[config.mk]
export PLATFORM = sky130hd
export DESIGN_NAME = button_platform_ctrl
export DESIGN_NICKNAME = d
export VERILOG_FILES = /design/src/rtl/game_pkg.sv /design/src/rtl/button_hit_detect.sv /design/src/rtl/button_platform_ctrl.sv
export SDC_FILE = /design/constraint.sdc
export NUM_CORES = 1
export LEC_CHECK = 0
export ABC_AREA = 1
export BUFFER_PORTS_ARGS = -buffer_cell sky130_fd_sc_hd__clkbuf_2
export CORE_ASPECT_RATIO = 1.4
export CORE_MARGIN = 2
export CORE_UTILIZATION = 50
export DETAILED_ROUTE_END_ITERATION = 10
export PLACE_DENSITY = 0.78
export SETUP_SLACK_MARGIN = 0.5
export SYNTH_ARGS = -nofsm -noshare
export SYNTH_HDL_FRONTEND = slang
export SYNTH_SLANG_ARGS = --single-unit
[constraint.sdc]
create_clock -name Clk -period 1.9 [get_ports Clk]
set_input_delay 0.095 -clock Clk [delete_from_list [all_inputs] [get_ports Clk]]
set_output_delay 0.095 -clock Clk [all_outputs]
set_load 0.005 [all_outputs]
[src/rtl/game_pkg.sv]
// Shared game-level types and constants: platform FSM states, button geometry, screen size.
package game_pkg;

  typedef enum logic [1:0] {
    UP       = 2'd0,
    LOWERING = 2'd1,
    DOWN     = 2'd2,
    RAISING  = 2'd3
  } plat_state_t;

  localparam int unsigned SCREEN_W = 640;
  localparam int unsigned SCREEN_H = 480;

  localparam int unsigned COORD_W = 10;
  localparam int unsigned CALC_W  = COORD_W + 1;
  localparam int unsigned HOLD_W  = 6;

  // Button placement and size, also used by the button sprite modules
  localparam int unsigned BUTTON_P_X      = 172;
  localparam int unsigned BUTTON_P_Y      = 241;
  localparam int unsigned BUTTON_Y_X      = 142;
  localparam int unsigned BUTTON_Y_Y      = 322;
  localparam int unsigned BUTTON_W        = 20;
  localparam int unsigned BUTTON_H        = 10;
  localparam int unsigned BUTTON_FOOT_TOL = 3;

endpackage

[src/rtl/button_hit_detect.sv]
// Combinational test of one player foot point against one button box (with foot tolerance above it).
module button_hit_detect
  import game_pkg::*;
#(
  parameter int unsigned bx  = BUTTON_P_X,
  parameter int unsigned by  = BUTTON_P_Y,
  parameter int unsigned w   = BUTTON_W,
  parameter int unsigned h   = BUTTON_H,
  parameter int unsigned tol = BUTTON_FOOT_TOL
) (
  input  logic [COORD_W-1:0] x,
  input  logic [COORD_W-1:0] y,
  output logic               hit
);

  logic [CALC_W-1:0] x_e;
  logic [CALC_W-1:0] y_e;

  assign x_e = CALC_W'(x);
  assign y_e = CALC_W'(y);

  // Tolerance is added to y rather than subtracted from by, so a button near the top row cannot underflow
  assign hit = (x_e >= CALC_W'(bx)) && (x_e < CALC_W'(bx + w)) &&
               ((y_e + CALC_W'(tol)) >= CALC_W'(by)) && (y_e < CALC_W'(by + h));

endmodule

[src/rtl/button_platform_ctrl.sv]
// Latches per-button pressed flags and moves the shared platform between its raised and lowered
// positions once per frame tick, holding it down for a while after both buttons are released.
module button_platform_ctrl
  import game_pkg::*;
#(
  parameter int unsigned BTN_P_X     = BUTTON_P_X,
  parameter int unsigned BTN_P_Y     = BUTTON_P_Y,
  parameter int unsigned BTN_Y_X     = BUTTON_Y_X,
  parameter int unsigned BTN_Y_Y     = BUTTON_Y_Y,
  parameter int unsigned BTN_W       = BUTTON_W,
  parameter int unsigned BTN_H       = BUTTON_H,
  parameter int unsigned FOOT_TOL    = BUTTON_FOOT_TOL,
  parameter int unsigned PLAT_UP_Y   = 300,
  parameter int unsigned PLAT_DOWN_Y = 360,
  parameter int unsigned STEP        = 2,
  parameter int unsigned HOLD_FRAMES = 8
) (
  input  logic               Clk,
  input  logic               Reset,
  input  logic               frame_clk,
  input  logic [COORD_W-1:0] fire_x,
  input  logic [COORD_W-1:0] fire_y,
  input  logic [COORD_W-1:0] water_x,
  input  logic [COORD_W-1:0] water_y,
  output logic               is_button_push,
  output logic               is_button_yellow_push,
  output logic [COORD_W-1:0] platform_y,
  output logic               platform_moving,
  output plat_state_t        plat_state
);

  localparam logic [CALC_W-1:0] UP_Y_E   = CALC_W'(PLAT_UP_Y);
  localparam logic [CALC_W-1:0] DOWN_Y_E = CALC_W'(PLAT_DOWN_Y);

  logic               frame_clk_d;
  logic               tick_c;
  logic               fire_hit_p, fire_hit_y, water_hit_p, water_hit_y;
  logic               hit_p, hit_y, press, active;
  logic [HOLD_W-1:0]  hold_cnt, hold_n;
  logic [COORD_W-1:0] plat_y_n;
  logic [CALC_W-1:0]  lower_sum, raise_diff;
  plat_state_t        state_n;

  button_hit_detect #(.bx(BTN_P_X), .by(BTN_P_Y), .w(BTN_W), .h(BTN_H), .tol(FOOT_TOL))
    u_fire_p  (.x(fire_x),  .y(fire_y),  .hit(fire_hit_p));
  button_hit_detect #(.bx(BTN_Y_X), .by(BTN_Y_Y), .w(BTN_W), .h(BTN_H), .tol(FOOT_TOL))
    u_fire_y  (.x(fire_x),  .y(fire_y),  .hit(fire_hit_y));
  button_hit_detect #(.bx(BTN_P_X), .by(BTN_P_Y), .w(BTN_W), .h(BTN_H), .tol(FOOT_TOL))
    u_water_p (.x(water_x), .y(water_y), .hit(water_hit_p));
  button_hit_detect #(.bx(BTN_Y_X), .by(BTN_Y_Y), .w(BTN_W), .h(BTN_H), .tol(FOOT_TOL))
    u_water_y (.x(water_x), .y(water_y), .hit(water_hit_y));

  assign tick_c     = frame_clk & ~frame_clk_d;
  assign hit_p      = fire_hit_p | water_hit_p;
  assign hit_y      = fire_hit_y | water_hit_y;
  assign press      = hit_p | hit_y;
  assign active     = press | (hold_cnt != '0);
  assign lower_sum  = CALC_W'(platform_y) + CALC_W'(STEP);
  assign raise_diff = CALC_W'(platform_y) - CALC_W'(STEP);

  // Next-state, platform position and hold counter; everything holds between ticks
  always_comb begin
    state_n  = plat_state;
    plat_y_n = platform_y;
    hold_n   = hold_cnt;
    if (tick_c) begin
      if (press) begin
        hold_n = HOLD_W'(HOLD_FRAMES);
      end else if (hold_cnt != '0) begin
        hold_n = hold_cnt - HOLD_W'(1);
      end
      unique case (plat_state)
        UP: begin
          if (active) state_n = LOWERING;
        end
        LOWERING: begin
          if (!active) begin
            state_n = RAISING;
          end else if (lower_sum >= DOWN_Y_E) begin
            plat_y_n = COORD_W'(PLAT_DOWN_Y);
            state_n  = DOWN;
          end else begin
            plat_y_n = lower_sum[COORD_W-1:0];
          end
        end
        DOWN: begin
          if (!active) state_n = RAISING;
        end
        RAISING: begin
          // A new press beats arrival at the top
          if (active) begin
            state_n = LOWERING;
          end else if (raise_diff[CALC_W-1] || (raise_diff <= UP_Y_E)) begin
            plat_y_n = COORD_W'(PLAT_UP_Y);
            state_n  = UP;
          end else begin
            plat_y_n = raise_diff[COORD_W-1:0];
          end
        end
        default: state_n = UP;
      endcase
    end
  end

  always_ff @(posedge Clk) begin
    if (Reset) begin
      frame_clk_d           <= 1'b0;
      plat_state            <= UP;
      platform_y            <= COORD_W'(PLAT_UP_Y);
      hold_cnt              <= '0;
      platform_moving       <= 1'b0;
      is_button_push        <= 1'b0;
      is_button_yellow_push <= 1'b0;
    end else begin
      frame_clk_d     <= frame_clk;
      plat_state      <= state_n;
      platform_y      <= plat_y_n;
      hold_cnt        <= hold_n;
      platform_moving <= (state_n == LOWERING) || (state_n == RAISING);
      if (tick_c) begin
        is_button_push        <= hit_p;
        is_button_yellow_push <= hit_y;
      end
    end
  end

endmodule

Yosys cells after proc, flatten, opt, wreduce, memory -nomap -nowiden
Cells that the tools add are included.
Cells by class
  add/subtract/negate cells: 5
  $lt $le $gt $ge: 18
  equal/unequal tests: 7
  multiplexer cells: 15
  bitwise gates (word level): 6
  reduce and logical (&&, ||, !) cells: 20
Operators with widths (count)
  < comparator 10 x 8 -> 1 bit (second input constant): 6
  >= comparator 10 x 8 -> 1 bit (second input constant): 4
  two-way mux 10 bit: 4
  adder 10 x 2 -> 11 bit (second input constant): 3
  >= comparator 11 x 9 -> 1 bit (second input constant): 3
  >= comparator 11 x 8 -> 1 bit (second input constant): 2
  < comparator 10 x 9 -> 1 bit (second input constant): 2
  one-hot mux 10 bit (2 select lines): 1
  two-way mux 2 bit: 7
  logical AND 1 bit: 12
  two-way mux 6 bit: 2
  less-or-equal comparator 11 x 9 -> 1 bit (second input constant): 1
  subtractor 10 x 2 -> 11 bit (second input constant): 1
  one-hot mux 2 bit (4 select lines): 1
  == test 2 bit (second input constant): 3
  nonzero test 6 bit: 1
  subtractor 6 x 1 -> 6 bit (second input constant): 1
  == test 2 x 1 -> 1 bit (second input constant): 2
  != test 2 bit (second input constant): 2
  OR 1 bit: 4
  AND reduction 4 bit: 1
  nonzero test 2 bit: 2
  zero test 2 bit: 1
  logical OR 1 bit: 2
  other kinds (3): 3
Word-level totals
  register bits after elaboration: 22
  word-level logic and storage cells: 78

Logic depth before layout (Yosys ltp)
Gate-level depths: netlist (run 1).
  depth after elaboration: 12
  gate-level depth with buffers: 19
  mapped depth without buffers: 19

Modules after synthesis
From an unflattened synthesis (run 1), not the netlist that was laid out.
Unflattened totals
  cell total of the unflattened synthesis: 461
  area, all modules: 2651.3 µm²
Modules (own cells, without submodules)
  button_platform_ctrl: instances 1, cells an instance 257, area an instance 1567.8 µm², seq. area each 400.4 µm²
  button_hit_detect (u_fire_y ...): instances 2, cells an instance 58, area an instance 314.1 µm², seq. area each 0.0 µm²
  button_hit_detect (u_fire_p ...): instances 2, cells an instance 44, area an instance 227.7 µm², seq. area each 0.0 µm²

Worst setup path before layout (run 1)
Ideal clock, no wire load.
  kind: register to register
  start: register platform_y[2]
  end: register platform_y[3]
  data arrival time: 1.832 ns
  required time: 1.778 ns
  path slack: -0.053 ns
  cell stages (with the launch flop): 15
  path buffers: 0
  period minus slack after synthesis: 1.953 ns
  cells stage by stage: dfxtp_1 > ha_1 > nand2_1 > nor2_1 > nand2_1 > inv_1 > o21ai_0 > nand2_1 > nand2_1 > a31oi_1 > nand3_1 > nor2_1 > nor2_1 > nand3_1 > nand3_1
On the way
  cells in the longest elaborated chain, start to end: 6
  elaborated cells on any way between the ends: 10
Ends and longest elaborated chain
  start: declaration: line button_platform_ctrl.sv:27  | output logic [COORD_W-1:0] platform_y,
  start signal: assignment: line button_platform_ctrl.sv:109  | platform_y <= COORD_W'(PLAT_UP_Y);
  start signal: assignment: line button_platform_ctrl.sv:117  | platform_y <= plat_y_n;
  subtractor 10 x 2 -> 11 bit: line button_platform_ctrl.sv:59  | assign raise_diff = CALC_W'(platform_y) - CALC_W'(STEP);
  less-or-equal comparator 11 x 9 -> 1 bit: line button_platform_ctrl.sv:93  | end else if (raise_diff[CALC_W-1] || (raise_diff <= UP_Y_E)) begin
  logical OR 1 bit: line button_platform_ctrl.sv:93
  two-way mux 10 bit: line button_platform_ctrl.sv:93
  two-way mux 10 bit: line button_platform_ctrl.sv:91  | if (active) begin
  one-hot mux 10 bit (2 select lines) (*): line button_platform_ctrl.sv:72  | unique case (plat_state)
Mark *: on every way between the ends. The rest lies on a longest branch, timed or not. The select of a mux whose other input is x is not followed.
A chain may end at the register's enable or synchronous reset.

Worst setup path after layout (run 1)
  start: register platform_y[3]
  end: register platform_y[4]
The elaborated chain is that of the path after synthesis.

==> key figures, run 1 <==
Worst hold path
  – Worst hold-check path type: input port to flop
  – Hold Path Depth: 3
  – Worst hold start: frame_clk
  – Worst hold endpoint: frame_clk_d$_SDFF_PP0_

Power
  – PD cells: 1002 mW/mm^2
  – Reg power frac: 0.181
  – Peak VDD IR: 0.0005084 V
  – Static Leak: 2.039 nW
  – Sw Share: 0.4906
  – Clk pwr share: 0.074
  – Net Sw Power: 0.001940 W
  – Logic pwr share: 0.745
  – Internal power: 0.002014 W
  – Overall power after layout: 0.003954 W

Route
  – WL final: 8625 um
  – DRT iter0 DRCs: 250
  – Via count: roughly 3.5k
  – Met2 WL: a little under 5000 um
  – Top layer in use: met4
  – Final ANT Viol Nets: 0
  – First-pass iteration count of the detailed router: 7
  – Wl on met1: between 2000 and 3000 um
  – Met3 WL: between 400 and 500 um
  – Drc violations: 0
  – WL/cell: 13.58 um
  – Drt via density: 5.452

Place
  – HPWL Detailed: ~5500 um
  – Placer's final routability congestion estimate: a little under 0.9
  – PortBufs: 54
  – Area of placed instances: around 0.0032 sq mm

Clock tree
  – TritonCTS clock tree: done
  – Clk slew on worst S/H paths: 0.07 ns
  – Root buffer cell: clkbuf_8
  – H-Tree Depth: 1
  – Clock Latency Late Sink: around 0.26 ns
  – TritonCTS Sinks: 20
  – # hold bufs at CTS: 0
  – CTS Buf Count: 3
  – Buffer depth of the longest clock path: 2

Yosys
  – Synth warnings: 0
  – Post-Syn Nets: 508
  – Post-synth top area cell: nand2_1
  – Ys flop type: dfxtp_1
  – Syn avg cell area: 5.465 sq um
  – Mapped Cells: 454
  – Most common cell in the synthesized netlist: nand2_1
  – Synth cell types: 30
  – Seq/Total Area, Yosys: 0.1614
  – Top cells by area, synth: nand2_1 19%, dfxtp_1 16%, inv_1 11%, nand3_1 11%, nor2_1 9.5%
  – FF+latch count, synth: 20
  – Post-synth top cells: 125 x nand2_1, 72 x inv_1, 63 x nor2_1, 53 x nand3_1, 25 x o21ai_0
  – Area share of the largest cell type after synthesis: 0.1891
  – Post-synth EDFFs: 0
  – Async SR Flop Fraction: 0
  – Syn Std Cell Area: 0.002481 sq mm

Run status
  – Status: finished, violations left
  – Failing checks: setup timing

Global routing
  – GR Overflow Total: 0
  – Global-route wire length before repair: 12490 um
  – Initial antenna violation count: 0
  – All-Layer GR Usage: 0.2731
  – Vias in the first global route: 3149
  – Largest net degree at the start of global routing: 16

Worst setup path
  – Worst setup path class: flop to flop
  – Crit Path Max Fanout: 7
  – Critical Path RT: 2.10 ns
  – Slowest-stage cell, CP: dfxtp_4
  – R2R Path Start: platform_y[3]$_SDFFE_PP1P_
  – Worst path cell trace: nor2_4, nand4_1, buf_4, xor2_2, nand3_2, nand2_2, nand2_4, nand2_8, nor2_4, nand2_1, nand2_1, nand3b_1, nand2_1, nor2_1
  – Max incr delay on CP: 0.38 ns
  – Worst setup SP type: flop
  – Crit path DAT: 2.28 ns
  – CP Capture Type: flop
  – Worst path most repeated cell: nand2_1
  – Cell depth of the worst flop-to-flop path: 14
  – CP Buf/Inv Count: 1
  – Number of cells on the critical path: 14
  – Reg2Reg Setup Slack: -0.18 ns
  – Cell family with most CP delay: simple AND/OR/NAND/NOR gates
  – Worst r2r dst: platform_y[4]$_SDFFE_PP0P_

Finish
  – Fin util: 0.8216
  – Final Net Count: 626
  – Fraction of layout cells with a size suffix above 1: 0.4238
  – Design Area, Final: 0.003948 sq mm
  – N_diodes: 0
  – Area added between synthesis and finish: 59.10%

Floorplan
  – Width of the die: about 64 um
  – # rows: 30
  – Initial Utilization: 0.5164
  – # IOs: 58
  – Std-Cell Core Area: 0.004805 sq mm
  – Die Y: 87.35 um
  – Die ar.: 0.005550 sq mm

STA
  – RSZ-0062 raised after global routing: yes
  – Clock Skews: 0.002043 ns
  – Final Critical Period: 2.081 ns
  – Fmax: around 0.48 GHz
  – Slew Viols, Final: 0
  – Fin Setup TNS: -1.338 ns
  – Setup Viol. Count Final: 11
  – Tcrit/Tclk final: 1.095
  – Final hold violation count: 0
  – Final WS setup: -0.1807 ns

Flow run
  – MaxCap Viol Count: 0
-- cell usage in the layout (no fill, tap or decap), drive strengths merged --
master | synthesis | final
clkbuf | 2 | 53
dfxtp | 20 | 20
o21ai | 25 | 25
buf | 6 | 71
nor4 | 1 | 1
clkinv | 0 | 1
and2 | 2 | 2
a21oi | 13 | 13
ha | 11 | 11
xor2 | 10 | 10
nand3 | 55 | 55
nor3 | 10 | 10
nand4 | 13 | 13
conb | 1 | 1
nand2 | 133 | 134
inv | 73 | 72
nor2 | 67 | 67
nand3b | 6 | 6
a31oi | 2 | 2
o21bai | 3 | 3
xnor2 | 1 | 1
-- worst min-delay path, delay by kind of cell --
family                 cells  cell delay, ns
buffers and inverters      2            0.14
AND/OR/NAND/NOR            1            0.04
-- worst max-delay path by stage --
stage	from	to	slack, ns
5_1_grt	platform_y[3]$_SDFFE_PP1P_	platform_y[4]$_SDFFE_PP0P_	-0.27
4_1_cts	platform_y[2]$_SDFFE_PP1P_	platform_y[7]$_SDFFE_PP0P_	0.02
3_5_place_dp	water_y[1]	platform_y[5]$_SDFFE_PP1P_	-0.12
3_3_place_gp	water_y[0]	platform_y[5]$_SDFFE_PP1P_	-0.05
6_report	platform_y[3]$_SDFFE_PP1P_	platform_y[4]$_SDFFE_PP0P_	-0.18
2_1_floorplan	water_y[0]	platform_y[9]$_SDFFE_PP0P_	0.15
-- stage by stage --
step	instances	hold slack, ns	worst slack (ns)
CTS	621	0.05308	0.02336
global placement	600	0.3178	-0.04680
finish	635	0.05437	-0.1807
floorplan	454	0.2199	0.1514
detailed placement	600	0.3260	-0.1184
global route	635	0.05610	-0.2696
-- power by group through the flow --
stage               Sequential, W  Clock (W)  Combinational (W)
finish                   0.000717   0.000293            0.00294
global route             0.000731   0.000316            0.00320
CTS                      0.000699   0.000298            0.00249
detailed placement       0.000688          0            0.00195
global placement         0.000684          0            0.00191
floorplan                0.000664          0            0.00144
-- cells by family (layout without fill, tap and decap cells) --
family	count (synthesis)	count (layout)	synth area share
AO/OA/AOI/OAI	43	43	0.09077
buffers and inverters	81	197	0.1301
XOR/XNOR	11	11	0.03883
flip-flops	20	20	0.1614
adder cells (fa/ha/maj)	11	11	0.05547
AND/OR/NAND/NOR	287	288	0.5219
other	1	1	0.001511
-- timing repair --
action | 4_1_cts | 5_1_grt
setup buffers | 16 | 14
pin swaps | 15 | 37
endpoints found under the hold margin | 0 | 0
endpoints found under the setup margin | 17 | 19
cloned | 1 | 0
resized for setup | 57 | 87
-- final cells by class --
type | instances | area (sq um)
flip-flops and latches | 20 | 415.4
fillers | 329 | 857.1
clock buffers | 4 | 45.04
inverters | 73 | 314.1
well taps | 64 | 80.08
repair buffers | 120 | 847.1
multi-input cells | 354 | 2246
-- metal layers --
layer / vias up / global-route usage
li1: 1680 / -
met1: 1584 / 0.2559
met2: 161 / 0.5703
met3: 37 / 0.02199
met4: 0 / 0.1423
met5: - / 0
-- registers in the layout (all words and copies together), names as in the netlist --
register               flops
frame_clk_d                1
is_button_yellow_push      1
platform_moving            1
plat_state                 1
is_button_push             1
platform_y                 9
hold_cnt                   6
Power figures use the tool's default switching activity.
==> inputs of run 2 (changes only) <==
- CELL_PAD_IN_SITES_DETAIL_PLACEMENT: not set -> 0
- CELL_PAD_IN_SITES_GLOBAL_PLACEMENT: not set -> 2
- CORE_UTILIZATION: 50 -> 24
- PLACE_DENSITY: 0.78 -> not set
- PLACE_DENSITY_LB_ADDON: not set -> 0.1
==> run 2 against run 1 <==
Effect of this change: the run still ends with setup timing left; via count fell by 7.7%; combinational power is 4% lower; power about the same; critical endpoint is now platform_y[5]$_SDFFE_PP1P_.
==> key figures, run 2 (same netlist as run 1, synthesis figures left out) <==
Global routing
  – Global-route wire length before repair: 13160 um (+5.4%)
  – GR Overflow Total: 0 (unchanged)
  – Met2 usage: 0.2888 (-0.2816)
  – Grt peak-use layer: met2
  – Initial antenna violation count: 0 (unchanged)
  – All-Layer GR Usage: 0.1393 (-0.1338)
  – Largest net degree at the start of global routing: 16 (unchanged)
  – Met1 Track Usage GR: 0.1508 (-0.1051)
  – Vias in the first global route: 3003 (-4.6%)
  – Grt met3 use: 0.009679 (-0.01231)

Worst hold path
  – Worst hold-check path type: input port to flop
  – Hold Path Depth: 3 (unchanged)

Worst setup path
  – CP Capture Type: flop
  – Cell depth of the worst flop-to-flop path: 15 (+1)
  – Crit Path Max Fanout: 5 (-2)
  – Critical Path RT: 2.02 ns (-0.08 ns)
  – Crit path DAT: 2.05 ns (-0.23 ns)
  – Worst setup path class: flop to flop
  – Worst setup SP type: flop

Power
  – Internal power: 0.002126 W (+5.6%)
  – Sw Share: 0.4628 (-0.02777)
  – Peak VDD IR: 0.0005652 V (+11%)
  – Overall power after layout: 0.003958 W (about the same)
  – Static Leak: 2.082 nW (+2.1%)
  – Clk pwr share: 0.112 (+0.038)
  – Net Sw Power: 0.001832 W (-5.6%)
  – PD cells: 957.7 mW/mm^2 (-4.4%)
  – Logic pwr share: 0.710 (-0.035)
  – Reg power frac: 0.178 (-0.003)

Route
  – WL/cell: 11.65 um (-14%)
  – Final ANT Viol Nets: 0 (unchanged)
  – Drc violations: 0 (unchanged)
  – Via count: 3196 (-7.7%)
  – Drt via density: 4.464 (-18%)
  – WL final: 8341 um (-3.3%)
  – DRT iter0 DRCs: 72 (-71%)
  – First-pass iteration count of the detailed router: 4 (-3)

Finish
  – Area added between synthesis and finish: 66.57%
  – Commonest non-fill, non-tap cell in the layout: nand2_1
  – Final Net Count: 636 (+1.6%)
  – N_diodes: 0 (unchanged)
  – Largest register by flop count: platform_y
  – Max reg flops: 9 (unchanged)
  – Biggest regs: platform_y: 9 flops, hold_cnt: 6 flops
  – Fin util: 0.4130 (-0.4086)
  – Most frequent cells in the layout: 101 x nand2_1, 65 x buf_4, 54 x inv_1, 49 x clkbuf_2, 45 x nor2_1
  – Fraction of layout cells with a size suffix above 1: 0.4269 (+0.003032)

STA
  – Fmax: 0.5172 GHz (+7.6%)
  – Clock Skews: 0.004991 ns (+0.002948 ns)
  – Fin Setup TNS: -0.03343 ns (+1.305 ns)
  – Tcrit/Tclk final: 1.018 (-0.07751)
  – Final Critical Period: 1.933 ns (-0.1473 ns)
  – Setup Viol. Count Final: 1 (-10)
  – Slew Viols, Final: 0 (unchanged)
  – Final hold violation count: 0 (unchanged)
  – Hold Slack: 0.06153 ns (+0.007163 ns)
  – RSZ-0062 raised after global routing: yes
  – Final WS setup: -0.03343 ns (+0.1473 ns)

Floorplan
  – # IOs: 58 (unchanged)
  – Std-Cell Core Area: 0.01001 sq mm (+110%)
  – Initial Utilization: 0.2479 (-0.2685)
  – Die ar.: 0.01118 sq mm (+100%)
  – # rows: 43 (+43%)
  – Die Y: 124.3 um (+42%)
  – Width of the die: 89.93 um (+42%)

Clock tree
  – H-Tree Depth: 1 (unchanged)
  – CTS Buf Count: 3 (unchanged)
  – Clock Latency Late Sink: 0.25 ns (about the same)
  – Buffer depth of the longest clock path: 2 (unchanged)
  – # hold bufs at CTS: 0 (unchanged)
  – Root buffer cell: clkbuf_16
  – TritonCTS Sinks: 20 (unchanged)
  – TritonCTS clock tree: done
  – Clk slew on worst S/H paths: 0.06 ns (about the same)

Place
  – Placer's final routability congestion estimate: 0.7609 (-15%)
  – PortBufs: 54 (unchanged)
  – HPWL Detailed: 6590 um (+19%)
  – Setup WS pre-CTS: -0.1536 ns (-0.03520 ns)

Run status
  – Failing checks: setup timing
  – Status: finished, violations left

Flow run
  – MaxCap Viol Count: 0 (unchanged)
[run 2: cell type report]
type / instances / area, sq um
clock buffer: 3 / 75.07
clock inverter: 1 / 3.754
fill: 1142 / 5874
inverter: 73 / 304.0
multi-input combinational: 354 / 2236
sequential: 20 / 415.4
tap: 135 / 168.9
timing repair buffer: 130 / 929.6
[run 2: worst paths after layout]
check | start | to | slack (ns)
setup reg to reg | platform_y[2]$_SDFFE_PP1P_ | platform_y[5]$_SDFFE_PP1P_ | -0.03
hold reg to reg | hold_cnt[3]$_SDFFE_PP0P_ | hold_cnt[3]$_SDFFE_PP0P_ | 0.53
hold / removal | frame_clk | frame_clk_d$_SDFF_PP0_ | 0.06
setup / recovery | platform_y[2]$_SDFFE_PP1P_ | platform_y[5]$_SDFFE_PP1P_ | -0.03
[run 2: per-layer routing]
| metal | vias to the layer above | part of all wire |
|---|---|---|
| met5 | - | 0 |
| met4 | 0 | 0.0078 |
| met3 | 4 | 0.017 |
| met2 | 43 | 0.59 |
| met1 | 1455 | 0.39 |
| li1 | 1694 | - |
[run 2: repair_timing]
| action | in CTS | in global routing |
|---|---|---|
| setup endpoints to repair | 19 | 19 |
| gates cloned | 0 | 1 |
| resized for setup | 50 | 88 |
| setup buffers | 6 | 14 |
| pin swaps | 15 | 43 |
[run 2: critical path, stage by stage (launching register included)]
cell and delay, ns:
dfxtp_4 0.40, inv_2 0.06, ha_4 0.18, nand2_2 0.10, xor2_2 0.17, nand2_1 0.10
nand3_2 0.08, nand2_1 0.06, nand2_2 0.08, nand2_4 0.07, nor2_4 0.14, inv_2 0.08
nor2_2 0.10, a21oi_1 0.05, nand3_1 0.08, nand3_1 0.08
[run 2: per-stage QoR]
stage / instances / area, sq um
2_1_floorplan: 454 / 2635
3_3_place_gp: 691 / 3437
3_5_place_dp: 691 / 3437
4_1_cts: 701 / 3730
5_1_grt: 716 / 4133
6_report: 716 / 4133
[run 2: power groups by stage]
stage	logic (W)	registers, W	clock network [W]
2_1_floorplan	0.00144	0.000664	0
3_3_place_gp	0.00209	0.000686	0
3_5_place_dp	0.00209	0.000687	0
4_1_cts	0.00220	0.000689	0.000457
5_1_grt	0.00311	0.000721	0.000475
6_report	0.00281	0.000703	0.000445
==> inputs of run 3 (changes only) <==
- ABC_AREA: 1 -> not set
- CORE_UTILIZATION: 24 -> 27
- SKIP_LAST_GASP: not set -> 1
==> run 3 against run 2 <==
Effect of this change: first-iteration DRC count increased by 57%; highest routed layer unchanged; maximum frequency decreased by 15%; synthesized area decreased by 3.9%; worst hold slack improved by 0.039 ns; die area decreased by 14%; the run still ends with setup timing left; core utilization increased by 5.9 points; cell count decreased by 16%; combinational power decreased by 39%; clock skew about the same; critical endpoint is now platform_y[1]$_SDFFE_PP0P_.
==> key figures, run 3 <==
Route
  – Via count: 3164 (-1.0%)
  – Met3 WL: 210 um (+47%)
  – Top layer in use: met4
  – DRT iter0 DRCs: 113 (+57%)
  – Final ANT Viol Nets: 0 (unchanged)
  – Met2 WL: 4839 um (-1.2%)
  – Drc violations: 0 (unchanged)
  – Wl on met1: 3397 um (+5.1%)
  – Drt via density: 5.291 (+19%)
  – WL final: 8639 um (+3.6%)
  – WL/cell: 14.45 um (+24%)
  – First-pass iteration count of the detailed router: 4 (unchanged)

Worst setup path
  – CP Buf/Inv Count: 2 (unchanged)
  – Slowest-stage cell, CP: or3_1
  – CP Capture Type: flop
  – Critical Path RT: 2.08 ns (+0.06 ns)
  – Cell family with most CP delay: compound AO/OA/AOI/OAI gates
  – Reg2Reg Setup Slack: -0.36 ns (-0.33 ns)
  – Max incr delay on CP: 0.35 ns (-0.05 ns)
  – Crit Path Max Fanout: 7 (+2)
  – Worst path cell trace: clkbuf_16, or3_1, a211o_1, a221o_1, a32o_2, nand4_4, and4_4, o21ai_4, buf_6, a211o_1, a21oi_1
  – Worst setup SP type: input port
  – Crit path DAT: 2.45 ns (+0.40 ns)
  – Worst path most repeated cell: a211o_1
  – Worst setup path class: input port to flop

STA
  – Final hold violation count: 0 (unchanged)
  – Tcrit/Tclk final: 1.196 (+0.1781)
  – Final WS setup: -0.3718 ns (-0.3384 ns)
  – Setup Viol. Count Final: 18 (+17)
  – Clock Skews: 0.004722 ns (-0.0002691 ns)
  – Slew Viols, Final: 0 (unchanged)
  – Final Critical Period: 2.272 ns (+0.3384 ns)
  – Fmax: 0.4402 GHz (-15%)
  – Rel. slew slack: 0.6702
  – Slew @ Worst Pin: between 0.4 and 0.5 ns
  – RSZ-0062 raised after global routing: yes

Yosys
  – Post-Syn Nets: 398 (-22%)
  – Syn Std Cell Area: 0.002384 sq mm (-3.9%)
  – Post-synth top area cell: dfxtp_1
  – Most common cell in the synthesized netlist: nand2_1
  – Post-synth EDFFs: 0 (unchanged)
  – Syn avg cell area: 6.929 sq um (+27%)
  – Area share of the largest cell type after synthesis: 0.1680 (-0.02113)
  – Post-synth top cells: 34 x nand2_1, 29 x nor2_1, 25 x a21oi_1, 20 x dfxtp_1, 18 x inv_1
  – FF+latch count, synth: 20 (unchanged)
  – Seq/Total Area, Yosys: 0.1680 (+0.006607)
  – Ys flop type: dfxtp_1
  – Synth warnings: 0 (unchanged)
  – Synth cell types: 65 (+120%)
  – Mapped Cells: 344 (-24%)
  – Top cells by area, synth: dfxtp_1 17%, ha_1 5.8%, nand2_1 5.4%, a21oi_1 5.2%, nor2_1 4.6%
  – Async SR Flop Fraction: 0 (unchanged)

Finish
  – Biggest regs: platform_y: 9 flops, hold_cnt: 6 flops
  – N_diodes: 0 (unchanged)
  – Largest register by flop count: platform_y
  – Fin util: 0.4719 (+0.05895)
  – Storage element area: 409.1 sq um (-1.5%)
  – Final Net Count: 548 (-14%)
  – Layout fillers: 915 (-20%)
  – Commonest non-fill, non-tap cell in the layout: buf_4
  – Max reg flops: 9 (unchanged)
  – Fraction of layout cells with a size suffix above 1: 0.4686 (+0.04171)
  – Area added between synthesis and finish: 69.45%
  – Multi-input gate area: 0.002110 sq mm (-5.7%)
  – Design Area, Final: 0.004039 sq mm (-2.3%)
  – Most frequent cells in the layout: 97 x buf_4, 52 x clkbuf_2, 30 x nand2_1, 28 x nor2_1, 22 x a21oi_1

Power
  – Static Leak: 1.733 nW (-17%)
  – Peak VDD IR: 0.0004782 V (-15%)
  – Logic pwr share: 0.622 (-0.088)
  – Overall power after layout: 0.002771 W (-30%)
  – Reg power frac: 0.201 (+0.023)
  – PD cells: 686.0 mW/mm^2 (-28%)
  – Clk pwr share: 0.177 (+0.065)
  – Internal power: 0.001723 W (-19%)
  – Sw Share: 0.3781 (-0.08465)
  – Net Sw Power: 0.001048 W (-43%)

Floorplan
  – Initial Utilization: 0.2785 (+0.03057)
  – # IOs: 58 (unchanged)
  – # rows: 40 (-7.0%)
  – Die ar.: 0.009606 sq mm (-14%)
  – Die Y: 115.2 um (-7.3%)
  – Std-Cell Core Area: 0.008558 sq mm (-14%)
  – Width of the die: 83.41 um (-7.3%)

Place
  – HPWL Detailed: 6612 um (+0.34%)
  – Placer's final routability congestion estimate: 0.8868 (+17%)
  – PortBufs: 54 (unchanged)
  – Area of placed instances: 0.003460 sq mm (+0.66%)

Clock tree
  – TritonCTS clock tree: done
  – H-Tree Depth: 1 (unchanged)
  – CTS Buf Count: 3 (unchanged)
  – Clock Latency Late Sink: 0.25 ns (about the same)
  – Buffer depth of the longest clock path: 2 (unchanged)
  – TritonCTS Sinks: 20 (unchanged)
  – Root buffer cell: clkbuf_16
  – Clk slew on worst S/H paths: 0.06 ns (about the same)
  – # hold bufs at CTS: 0 (unchanged)

Global routing
  – All-Layer GR Usage: 0.1795 (+0.04021)
  – Largest net degree at the start of global routing: 19 (+3)
  – GR Overflow Total: 0 (unchanged)
  – Initial antenna violation count: 0 (unchanged)
  – Global-route wire length before repair: 14600 um (+11%)
  – Vias in the first global route: 3167 (+5.5%)

Worst hold path
  – Worst hold-check path type: input port to flop

Flow run
  – MaxCap Viol Count: 0 (unchanged)

Run status
  – Status: finished, violations left
  – Failing checks: setup timing
run 3: cell count changes in the layout (fill, tap and decap cells not counted), sizes merged, moves of 8 or more:
cell    delta
a21oi     +12
nand2     -99
nand2b    +11
nand4      -8
inv       -55
nor4      +11
or3        +8
nand3     -46
buf       +32
nor2      -38
run 3: cell type report:
cell class / instances / share of cell area
flip-flops and latches: 20 / 0.1013
inverters: 18 / 0.02292
repair buffers: 166 / 0.2989
clock buffers: 4 / 0.02200
well taps: 105 / 0.03253
multi-input cells: 285 / 0.5223
run 3: kinds of logic after synthesis:
kind of cell / count (synthesis) / share of synthesized area
DFF: 20 / 0.1680
and+or+nand+nor: 150 / 0.3339
AOI/OAI and AO/OA: 113 / 0.3281
other: 1 / 0.001573
muxes: 2 / 0.008924
buffers and inverters: 39 / 0.07243
adders and majority gates: 11 / 0.05774
xor gates and xnor gates: 8 / 0.02940
run 3: path summary, 6_finish.rpt:
check | start | to | cells after the start
worst max-delay path | fire_y[1] | platform_y[1]$_SDFFE_PP0P_ | 11
worst min-delay path | frame_clk | frame_clk_d$_SDFF_PP0_ | 2
worst min register to register | is_button_yellow_push$_SDFFE_PP0P_ | is_button_yellow_push$_SDFFE_PP0P_ | 2
worst max register to register | platform_y[1]$_SDFFE_PP0P_ | platform_y[4]$_SDFFE_PP0P_ | 11
run 3: power by group through the flow:
stage          Clock (W)  Combinational, W  Sequential (W)
5_1_grt         0.000525           0.00189        0.000568
6_report        0.000490           0.00172        0.000556
3_3_place_gp           0           0.00145        0.000556
3_5_place_dp           0           0.00146        0.000557
4_1_cts         0.000508           0.00159        0.000551
2_1_floorplan          0          0.000868        0.000551
run 3: metrics by stage:
step	cells	worst slack, ns	setup TNS (ns)	hold WS [ns]
finish	598	-0.3718	-4.530	0.1001
global route	598	-0.4748	-6.626	0.1250
CTS	590	-0.2993	-4.182	0.1029
detailed placement	574	-0.7983	-12.23	0.3667
global placement	574	-0.7623	-11.36	0.3485
floorplan	344	-0.3798	-5.133	0.2232
run 3: timing repair:
item / CTS / global route
buffers inserted: 12 / 8
gates resized for setup: 44 / 36
endpoints found under the setup margin: 19 / 19
pin swaps: 32 / 32
run 3: routing by layer:
| metal | vias to the layer above | track usage |
|---|---|---|
| li1 | 1589 | - |
| met1 | 1504 | 0.1975 |
| met2 | 55 | 0.3591 |
| met3 | 16 | 0.01292 |
| met4 | 0 | 0.06344 |
| met5 | - | 0 |
